[config.mk]
export PLATFORM = sky130hd
export DESIGN_NAME = ysyx_24100029_rr_arbiter4_flat
export DESIGN_NICKNAME = d
export VERILOG_FILES = /design/src/rtl/ysyx_24100029_rr_arbiter4_if.sv /design/src/rtl/ysyx_24100029_rr_arbiter4.sv /design/src/flat_wrapper.sv
export SDC_FILE = /design/constraint.sdc
export NUM_CORES = 1
export LEC_CHECK = 0
export CAP_MARGIN = 0
export CORE_AREA = 2 2 39 41
export DETAILED_ROUTE_END_ITERATION = 7
export DIE_AREA = 0 0 41 43
export GPL_TIMING_DRIVEN = 0
export PLACE_DENSITY = 0.82
export SLEW_MARGIN = 20
export SYNTH_ARGS = -nofsm -noshare
export SYNTH_HDL_FRONTEND = slang
export SYNTH_SLANG_ARGS = --single-unit
[constraint.sdc]
create_clock -name clk -period 1.5 [get_ports clk]
set_input_delay 0.15 -clock clk [delete_from_list [all_inputs] [get_ports clk]]
set_output_delay 0.15 -clock clk [all_outputs]
set_load 0.02 [all_outputs]
[src/rtl/ysyx_24100029_rr_arbiter4_if.sv]
// Handshake bundle between the 4-way round-robin arbiter
// and its requesters / downstream one-hot mux.
interface ysyx_24100029_rr_arbiter4_if;
  logic [3:0] req_i;
  logic [3:0] req_ready_o;
  logic [3:0] gnt_o;
  logic [1:0] gnt_idx_o;
  logic       out_valid_o;
  logic       out_ready_i;
  logic       done_i;
  logic       busy_o;
  logic       timeout_o;

  modport master (
    input  req_i,
    input  out_ready_i,
    input  done_i,
    output req_ready_o,
    output gnt_o,
    output gnt_idx_o,
    output out_valid_o,
    output busy_o,
    output timeout_o
  );

  modport slave (
    output req_i,
    output out_ready_i,
    output done_i,
    input  req_ready_o,
    input  gnt_o,
    input  gnt_idx_o,
    input  out_valid_o,
    input  busy_o,
    input  timeout_o
  );
endinterface

[src/rtl/ysyx_24100029_rr_arbiter4.sv]
// 4-requester round-robin arbiter with optional response
// lock and grant watchdog; gnt_o is the one-hot mux select.
module ysyx_24100029_rr_arbiter4 #(
  parameter bit          LOCK_RESP   = 1'b1,
  parameter int unsigned TIMEOUT_CYC = 0
) (
  input  logic clk,
  input  logic rst_n,
  ysyx_24100029_rr_arbiter4_if.master bus
);

  localparam bit WD_EN = (TIMEOUT_CYC != 0);
  localparam int CW =
    WD_EN ? $clog2(TIMEOUT_CYC + 1) : 1;
  localparam logic [CW-1:0] CMAX =
    CW'(WD_EN ? TIMEOUT_CYC - 1 : 0);

  typedef enum logic [1:0] {
    S_IDLE,
    S_REQ,
    S_RESP
  } state_e;

  state_e          state_q, state_d;
  logic [1:0]      ptr_q, ptr_d;
  logic [1:0]      idx_q, idx_d;
  logic [CW-1:0]   cnt_q, cnt_d;
  logic            to_q, to_d;
  logic [1:0]      pick;
  logic            found;
  logic            wd_hit;
  logic [3:0]      gnt;
  logic            in_req;

  assign in_req = (state_q == S_REQ);
  assign wd_hit = WD_EN && (cnt_q == CMAX);

  // first requester at or after ptr, wrapping mod 4
  always_comb begin
    pick  = ptr_q;
    found = 1'b0;
    for (int i = 0; i < 4; i++) begin
      if (!found && bus.req_i[ptr_q + 2'(i)]) begin
        pick  = ptr_q + 2'(i);
        found = 1'b1;
      end
    end
  end

  // next state; a normal exit always beats the watchdog
  always_comb begin
    state_d = state_q;
    ptr_d   = ptr_q;
    idx_d   = idx_q;
    cnt_d   = cnt_q;
    to_d    = 1'b0;
    unique case (state_q)
      S_IDLE: begin
        if (found) begin
          state_d = S_REQ;
          idx_d   = pick;
          cnt_d   = '0;
        end
      end
      S_REQ: begin
        cnt_d = cnt_q + 1'b1;
        if (!bus.req_i[idx_q]) begin
          state_d = S_IDLE;
        end else if (bus.out_ready_i) begin
          if (LOCK_RESP) begin
            state_d = S_RESP;
          end else begin
            state_d = S_IDLE;
            ptr_d   = idx_q + 2'd1;
          end
        end else if (wd_hit) begin
          state_d = S_IDLE;
          ptr_d   = idx_q + 2'd1;
          to_d    = 1'b1;
        end
      end
      S_RESP: begin
        cnt_d = cnt_q + 1'b1;
        if (bus.done_i) begin
          state_d = S_IDLE;
          ptr_d   = idx_q + 2'd1;
        end else if (wd_hit) begin
          state_d = S_IDLE;
          ptr_d   = idx_q + 2'd1;
          to_d    = 1'b1;
        end
      end
      default: state_d = S_IDLE;
    endcase
  end

  // state registers, reset drops any grant at once
  always_ff @(posedge clk or negedge rst_n) begin
    if (!rst_n) begin
      state_q <= S_IDLE;
      ptr_q   <= 2'd0;
      idx_q   <= 2'd0;
      cnt_q   <= '0;
      to_q    <= 1'b0;
    end else begin
      state_q <= state_d;
      ptr_q   <= ptr_d;
      idx_q   <= idx_d;
      cnt_q   <= cnt_d;
      to_q    <= to_d;
    end
  end

  assign gnt = (state_q != S_IDLE)
             ? (4'b0001 << idx_q) : 4'b0000;

  assign bus.gnt_o       = gnt;
  assign bus.gnt_idx_o   = idx_q;
  assign bus.out_valid_o = in_req & bus.req_i[idx_q];
  assign bus.req_ready_o = in_req
                         ? (gnt & {4{bus.out_ready_i}})
                         : 4'b0000;
  assign bus.busy_o      = (state_q != S_IDLE);
  assign bus.timeout_o   = to_q;

endmodule
[src/flat_wrapper.sv]
// flat-port wrapper written by rule: the top's interface ports become plain ports
module ysyx_24100029_rr_arbiter4_flat 
#(
  parameter bit          LOCK_RESP   = 1'b1,
  parameter int unsigned TIMEOUT_CYC = 0
)
  (clk, rst_n, bus_req_i, bus_out_ready_i, bus_done_i, bus_req_ready_o, bus_gnt_o, bus_gnt_idx_o, bus_out_valid_o, bus_busy_o, bus_timeout_o);
  ysyx_24100029_rr_arbiter4_if bus_i ();
  input  logic clk;
  input  logic rst_n;
  input wire logic [$bits(bus_i.req_i)-1:0] bus_req_i;
  input wire logic [$bits(bus_i.out_ready_i)-1:0] bus_out_ready_i;
  input wire logic [$bits(bus_i.done_i)-1:0] bus_done_i;
  output wire logic [$bits(bus_i.req_ready_o)-1:0] bus_req_ready_o;
  output wire logic [$bits(bus_i.gnt_o)-1:0] bus_gnt_o;
  output wire logic [$bits(bus_i.gnt_idx_o)-1:0] bus_gnt_idx_o;
  output wire logic [$bits(bus_i.out_valid_o)-1:0] bus_out_valid_o;
  output wire logic [$bits(bus_i.busy_o)-1:0] bus_busy_o;
  output wire logic [$bits(bus_i.timeout_o)-1:0] bus_timeout_o;
  assign bus_i.req_i = bus_req_i;
  assign bus_i.out_ready_i = bus_out_ready_i;
  assign bus_i.done_i = bus_done_i;
  assign bus_req_ready_o = bus_i.req_ready_o;
  assign bus_gnt_o = bus_i.gnt_o;
  assign bus_gnt_idx_o = bus_i.gnt_idx_o;
  assign bus_out_valid_o = bus_i.out_valid_o;
  assign bus_busy_o = bus_i.busy_o;
  assign bus_timeout_o = bus_i.timeout_o;
  ysyx_24100029_rr_arbiter4 #(.LOCK_RESP(LOCK_RESP), .TIMEOUT_CYC(TIMEOUT_CYC)) u_core (.clk(clk), .rst_n(rst_n), .bus(bus_i));
endmodule
* Word level (Yosys, flattened, before mapping)
Cells that the tools add are included.
Widths: inputs -> output; s select.
** Operators by class
- Add/sub/neg operators :: 4
- Multiply operators :: 0
- Divide/modulo/power cells :: 0
- Order comparisons :: 5
- Equal/unequal tests :: 5
- Shift-type cells :: 1
- Muxes and demuxes :: 24
- Bitwise gates (word level) :: 2
- Reduce and logical (&&, ||, !) cells :: 11
** Operators with widths (number)
- $lt 2x3->1 const B :: 5
- $mux 2 :: 7
- $bmux 1 s2 :: 5
- $mux 1 :: 9
- $mux 4 :: 2
- $pmux 2 s3 :: 1
- $add 2x1->2 const B :: 2
- $add 2x2->2 const B :: 2
- $and 4x4->4 :: 1
- $reduce_and 2->1 :: 2
- $shl 1x2->4 const A :: 1
- $logic_and 1x1->1 :: 3
- $logic_not 1->1 :: 3
- $ne 3x3->1 const B :: 1
- $reduce_and 3->1 :: 1
- $eq 2x1->1 const B :: 1
- $eq 2x2->1 const B :: 1
- $logic_not 2->1 :: 1
- $ne 2x1->1 const B :: 1
- $ne 2x2->1 const B :: 1
- $reduce_bool 2->1 :: 1
- $and 1x1->1 :: 1
** Storage, ports and cells
- Register bits after elaboration :: 6
- Latch bits :: 0
- RAM bits :: 0
- Bits in read-only memories :: 0
- Bits of input ports :: 8
- Word-level logic and storage cells :: 55
- Memories :: 0

* Depth between registers and ports, before layout
Gate-level depths: netlist of the first run.
- Depth after elaboration :: 14
- Gate-level depth with buffers :: 4
- Depth with buffers taken out :: 4

* Worst setup path before layout of the first run
No wires, ideal clock.
- Path type :: reg2out
- Start point :: reg u_core.idx_q[0] (netlist: u_core.bus.gnt_idx_o[0])
- End point :: out bus_out_valid_o
- Arrival time :: 1.301 ns
- Path slack :: 0.049 ns
- Cell stages (with the launch flop) :: 4
- Buffers on the path :: 0
- Path through :: dfrtp_1 -> mux4_1 -> nand2_1 -> inv_1
** Between the ends
- Cells in the longest elaborated chain, start to end :: 3
** RTL lines
- start: declaration :: line ysyx_24100029_rr_arbiter4.sv:26 : logic [1:0] idx_q, idx_d;
- start signal: assignment :: line ysyx_24100029_rr_arbiter4.sv:108 : idx_q <= idx_d;
- $bmux 1 s2 :: line ysyx_24100029_rr_arbiter4.sv:119 : assign bus.out_valid_o = in_req & bus.req_i[idx_q];
- $mux 1 (not written as such) :: line ysyx_24100029_rr_arbiter4.sv:119
- $and 1x1->1 :: line ysyx_24100029_rr_arbiter4.sv:119
- end: declaration :: line flat_wrapper.sv:17 : output wire logic [$bits(bus_i.out_valid_o)-1:0] bus_out_valid_o;
Every way passes these cells. The select of a mux whose other input is x is not followed.

* Worst setup path after layout of the first run
Ends and elaborated chain as after synthesis.

==> impl_metrics.csv, run 1 <==
group,metric,value,unit
yosys,syn_nets,66,
sta,rsz0062_at_grt,"yes",
yosys,synth_area,487,um2
placed_design,place.gp.congestion,0.739,
grt,first_global_vias,455,
power_and_ir_drop,cellPowerDensity,2040,mW/mm2
flow_run,maxCapViolCount,0,
layout,syn_to_final_growth,62.0,%
route,drt-total-wl,1270,um
sta,setup_slack,-92.1,ps
yosys,synthCells,54,
floorplan,core_area,0.00138,mm2
yosys,synthTopCellsByArea,"dfrtp_1 31%, ha_1 10%, nor2b_1 9.0%",
worst_setup_path,rrSetupSlack,130,ps
layout,drive_gt1_frac,0.420,
sta,max_freq,0.628,GHz
power_and_ir_drop,combPwrFrac,0.674,
sta,setup_viol,1,
sta,final_hold_viol_count,0,
layout,diodes,0,
cts,cts_max_level,1,
sta,clock_skew,6.42,ps
worst_setup_path,reg2regPathDepth,4,
yosys,ys_ff_latch,6,
power_and_ir_drop,p_total,1610,uW
grt,grt_overflow,0,
worst_setup_path,r2r_end,"u_core.state_q[1]$_DFFE_PN0P_",
power_and_ir_drop,p_int,882,uW
power_and_ir_drop,p_leak,0.000388,uW
cts,clock_tree.root_cell,"clkbuf_4",
worst_setup_path,worst_ep_arrival_time,1440,ps
grt,antenna_found_initial,0,
floorplan,die_area,0.00176,mm2
hold_path,hold_path.class,"input pin to asynchronous set/reset pin",
yosys,synth_top_area_share,0.308,
grt,grt_max_degree,9,
power_and_ir_drop,irDropWorstVdd,0.000936,V
route,wl_per_cell,13.1,um
route,num_vias,488,
route,ant_nets,0,
cts,cts.clk_slew.worst_paths,50,ps
floorplan,num_rows,14,
power_and_ir_drop,seqPwrFrac,0.233,
sta,fin_hold_ws,141,ps
worst_setup_path,worstPathMaxFanout,4,
route,drt_iter0_markers,3,
status,status,"finished, violations left",
cts,clockBufferDepth,2,
layout,final_common_cell,"buf_4",
power_and_ir_drop,p_clk_frac,0.093,
route,dr.pass1.iters,4,
sta,fin_crit,1590,ps
cts,cts.sinks,6,
power_and_ir_drop,swShare,0.452,
worst_setup_path,reg2reg_from,"u_core.bus.gnt_idx_o[0]$_DFFE_PN0P_",
placed_design,io_buffers,19,
layout,nets,95,
layout,final_design_area_no_fill,788,um2
sta,final-max-slew-violation-count,0,
cts,cts_buffers,3,
layout,utilization,0.570,
yosys,ys_warn_count,0,
route,routed_via_density,5.03,
floorplan,die_width,41,um
floorplan,start_util,0.352,
route,drc_errors,0,
yosys,yosysUniqueCellTypes,24,
grt,grt_pass1_wl,1890,um
cts,cts_tree,"built",
sta,finalCritPeriodShare,1.06,
yosys,seq_area_frac_synth,0.308,
grt,grt_usage,0.164,
placed_design,hpwlAfterDp,829,um
yosys,yosys.area.top_type,"dfrtp_1",
cts,clock_latency,250,ps
layout,final_cell_mix,"8 x buf_4, 5 x o21ai_0, 5 x clkdlybuf4s50_1, 5 x dfrtp_1",
status,failed_checks,"setup timing",
yosys,syn_area_per_cell,9.01,um2
floorplan,io_pins,21,
worst_setup_path,criticalPathCategory,"register to primary output",
worst_setup_path,critPathRequiredTime,1350,ps
power_and_ir_drop,p_switching,727,uW
worst_setup_path,setup.worst_path.end_class,"primary output",
worst_setup_path,cp-start-kind,"register",
placed_design,dpl_cell_area,697,um2
floorplan,die_h,43,um
-- flip-flops by register name (all words and copies together) (netlist names) --
| register | flops |
|---|---|
| u_core.state_q | 2 |
| u_core.ptr_q | 2 |
| u_core.bus.gnt_idx_o | 2 |
-- power by group through the flow --
stage | logic (uW) | clock network, uW | registers [uW]
floorplan | 507 | 0 | 359
global route | 1200 | 162 | 390
finish | 1080 | 150 | 375
detailed placement | 876 | 0 | 357
global placement | 861 | 0 | 351
CTS | 874 | 154 | 364
-- per-stage QoR --
| stage | cells | setup TNS (ps) | worst slack [ps] |
|---|---|---|---|
| final | 97 | -92.1 | -92.1 |
| after CTS | 95 | -99.9 | -93.9 |
| after floorplan | 54 | 0 | 48.8 |
| after global routing | 97 | -259 | -131 |
| after detailed placement | 89 | -1570 | -535 |
| after global placement | 89 | -1440 | -540 |
-- cell type report --
class | instances | area, um2
Sequential cell | 6 | 151
Buffer | 1 | 7.51
Clock buffer | 3 | 22.5
Inverter | 4 | 17.5
Fill cell | 134 | 596
Multi-Input combinational cell | 43 | 355
Tap cell | 16 | 20.0
Timing Repair Buffer | 24 | 214
-- cells in the mapped netlist, drive strengths merged --
| cell | number |
|---|---|
| nor2b | 8 |
| dfrtp | 6 |
| o21ai | 6 |
| nand2 | 5 |
| and3 | 4 |
| ha | 4 |
| inv | 4 |
| nand2b | 2 |
| nor2 | 2 |
| a2111oi | 1 |
| a21oi | 1 |
| a2bb2oi | 1 |
| buf | 1 |
| conb | 1 |
| mux2 | 1 |
| mux4 | 1 |
| nand3 | 1 |
| nand3b | 1 |
| nor3 | 1 |
| o211ai | 1 |
| o22ai | 1 |
| o41ai | 1 |
-- worst max-delay path, cell delays in order (launching register included) --
cell and delay [ps]:
dfrtp_2 400, mux4_2 530, nand2_2 100, inv_2 40, buf_6 120
-- timing repair --
action                                  in CTS  in global routing
pin swaps                                    0                  1
endpoints found under the setup margin      11                 10
gates cloned                                 0                  0
hold buffers                                 0                  0
buffers inserted                             3                  2
hold endpoints to repair                     0                  0
resized for setup                           40                 26
-- worst max path at each step --
stage	depth (start not counted)	from	slack, ps	endpoint
2_1_floorplan	3	u_core.bus.gnt_idx_o[0]$_DFFE_PN0P_	50	bus_out_valid_o
4_1_cts	4	u_core.bus.gnt_idx_o[0]$_DFFE_PN0P_	-90	bus_out_valid_o
3_5_place_dp	5	bus_req_i[3]	-540	bus_out_valid_o
5_1_grt	4	u_core.bus.gnt_idx_o[0]$_DFFE_PN0P_	-130	bus_out_valid_o
3_3_place_gp	5	bus_req_i[3]	-540	bus_out_valid_o
6_report	4	u_core.bus.gnt_idx_o[0]$_DFFE_PN0P_	-90	bus_out_valid_o
-- metal layers --
| metal | up-vias | global-route usage | routed length, um |
|---|---|---|---|
| met4 | 0 | 0.100 | 14 |
| li1 | 242 | - | - |
| met5 | - | 0 | 0 |
| met1 | 222 | 0.185 | 488 |
| met2 | 22 | 0.266 | 681 |
| met3 | 2 | 0.0314 | 85 |
-- logic make-up (layout without fill, tap and decap cells) --
kind of cell,count (synthesis),count (layout),share of synthesized area
AOI/OAI and AO/OA,12,12,0.183
adders and majority gates,4,4,0.103
DFF,6,6,0.308
other,1,1,0.00770
muxes,2,2,0.0771
and+or+nand+nor,24,24,0.275
buffers and inverters,5,32,0.0463
No activity file was read; power rests on OpenSTA's default activity.
==> inputs of run 2 (changes only) <==
Settings changed: REMOVE_ABC_BUFFERS set to 1.
==> impl_metrics.csv, run 2 (synthesis gave the netlist of run 1 again) <==
group,metric,value,unit
cts,cts.sinks,6,
cts,hold_buffers,0,
sta,clock_skew,3.62,ps
floorplan,start_util,0.352,
sta,setup_viol,1,
grt,antenna_found_initial,0,
grt,grt_overflow,0,
cts,cts_buffers,3,
layout,drive_gt1_frac,0.392,
power_and_ir_drop,p_switching,713,uW
grt,grt_usage,0.152,
floorplan,die_width,41,um
layout,final_common_cell,"buf_4",
route,drt_iter0_markers,8,
power_and_ir_drop,p_leak,0.000359,uW
grt,grt_pass1_wl,1850,um
route,num_vias,489,
floorplan,num_rows,14,
sta,worstMarginPinSlew,502,ps
route,ant_nets,0,
placed_design,place.gp.congestion,0.795,
placed_design,dpl_cell_area,689,um2
placed_design,hpwlAfterDp,847,um
sta,final_hold_viol_count,0,
worst_setup_path,cp-start-kind,"register",
sta,rsz0062_at_grt,"yes",
power_and_ir_drop,cellPowerDensity,2050,mW/mm2
sta,slew_headroom,0.662,
cts,cts_max_level,1,
status,failed_checks,"setup timing",
cts,clock_tree.root_cell,"clkbuf_4",
sta,finalCritPeriodShare,1.06,
placed_design,io_buffers,19,
layout,final_cell_mix,"7 x buf_4, 6 x clkdlybuf4s50_1, 5 x nor2b_1, 5 x o21ai_0",
layout,multi_input_area,355,um2
power_and_ir_drop,swShare,0.452,
sta,setup_slack,-84.0,ps
layout,fillCellCount,133,
sta,fin_crit,1580,ps
worst_setup_path,setup.worst_path.end_class,"primary output",
power_and_ir_drop,seqPwrFrac,0.244,
route,routed_via_density,5.15,
sta,fin_hold_ws,152,ps
floorplan,die_area,0.00176,mm2
cts,clockBufferDepth,2,
floorplan,io_pins,21,
flow_run,maxCapViolCount,0,
route,wl_per_cell,13.0,um
status,status,"finished, violations left",
floorplan,core_area,0.00138,mm2
layout,diodes,0,
route,drt-total-wl,1240,um
sta,final-max-slew-violation-count,0,
layout,regArea,153,um2
cts,cts_tree,"built",
layout,final_design_area_no_fill,769,um2
floorplan,die_h,43,um
cts,cts.clk_slew.worst_paths,50,ps
power_and_ir_drop,p_clk_frac,0.093,
power_and_ir_drop,p_int,864,uW
hold_path,hold_path.class,"input pin to asynchronous set/reset pin",
layout,syn_to_final_growth,58.1,%
sta,max_freq,0.631,GHz
power_and_ir_drop,combPwrFrac,0.663,
grt,first_global_vias,431,
worst_setup_path,worstPathMaxFanout,4,
worst_setup_path,criticalPathCategory,"register to primary output",
worst_setup_path,reg2regPathDepth,4,
worst_setup_path,worst_ep_arrival_time,1430,ps
power_and_ir_drop,irDropWorstVdd,0.000760,V
route,dr.pass1.iters,4,
route,drc_errors,0,
worst_setup_path,critPathRequiredTime,1350,ps
cts,clock_latency,240,ps
layout,nets,93,
grt,grt_max_degree,9,
[run 2: final timing paths]
kind | from | endpoint | slack (ps)
worst max register to register | u_core.bus.gnt_idx_o[0]$_DFFE_PN0P_ | u_core.state_q[0]$_DFFE_PN0P_ | 120
worst min-delay path | rst_n | u_core.ptr_q[0]$_DFFE_PN0P_ | 150
worst min register to register | u_core.ptr_q[0]$_DFFE_PN0P_ | u_core.ptr_q[0]$_DFFE_PN0P_ | 620
worst max-delay path | u_core.bus.gnt_idx_o[0]$_DFFE_PN0P_ | bus_out_valid_o | -80
min in group clk | bus_req_i[1] | u_core.bus.gnt_idx_o[1]$_DFFE_PN0P_ | 480
max in group asynchronous | rst_n | u_core.bus.gnt_idx_o[1]$_DFFE_PN0P_ | 1110
[run 2: power groups by stage]
stage	sequential [uW]	combinational, uW	clock [uW]
CTS	367	852	146
floorplan	359	505	0
global route	397	1150	163
global placement	353	859	0
detailed placement	359	874	0
finish	386	1050	146
[run 2: layout make-up]
class	instances	share of cell area
timing repair buffer	23	0.262
inverter	4	0.0228
multi-input combinational	43	0.462
clock buffer	3	0.0293
tap	16	0.0260
sequential	6	0.198
[run 2: worst max-delay path, stage by stage (launching register included)]
cell and delay, ps:
dfrtp_2 400, mux4_2 540, nand2_2 110, inv_2 40
buf_6 120
[run 2: metal layers]
layer	part of all wire	routed length, um	global-route usage
met1	0.40	496	0.191
met5	0	0	0
met4	0.011	13	0.0600
met2	0.51	630	0.250
met3	0.078	96	0.0157
[run 2: through the flow]
| stage | worst slack, ps | power [uW] | std cells | TNS (ps) | utilization |
|---|---|---|---|---|---|
| 2_1_floorplan | 48.8 | 864 | 53 | 0 | - |
| 3_3_place_gp | -528 | 1210 | 88 | -1370 | 0.498 |
| 3_5_place_dp | -562 | 1230 | 88 | -1650 | 0.498 |
| 4_1_cts | -80.3 | 1360 | 93 | -114 | 0.503 |
| 5_1_grt | -132 | 1710 | 95 | -270 | 0.556 |
| 6_report | -84.0 | 1580 | 95 | -84.0 | 0.556 |
[run 2: repair_timing]
action,in CTS,in global routing
pin swaps,0,1
setup buffers,2,2
gates resized for setup,41,21
setup endpoints to repair,11,10
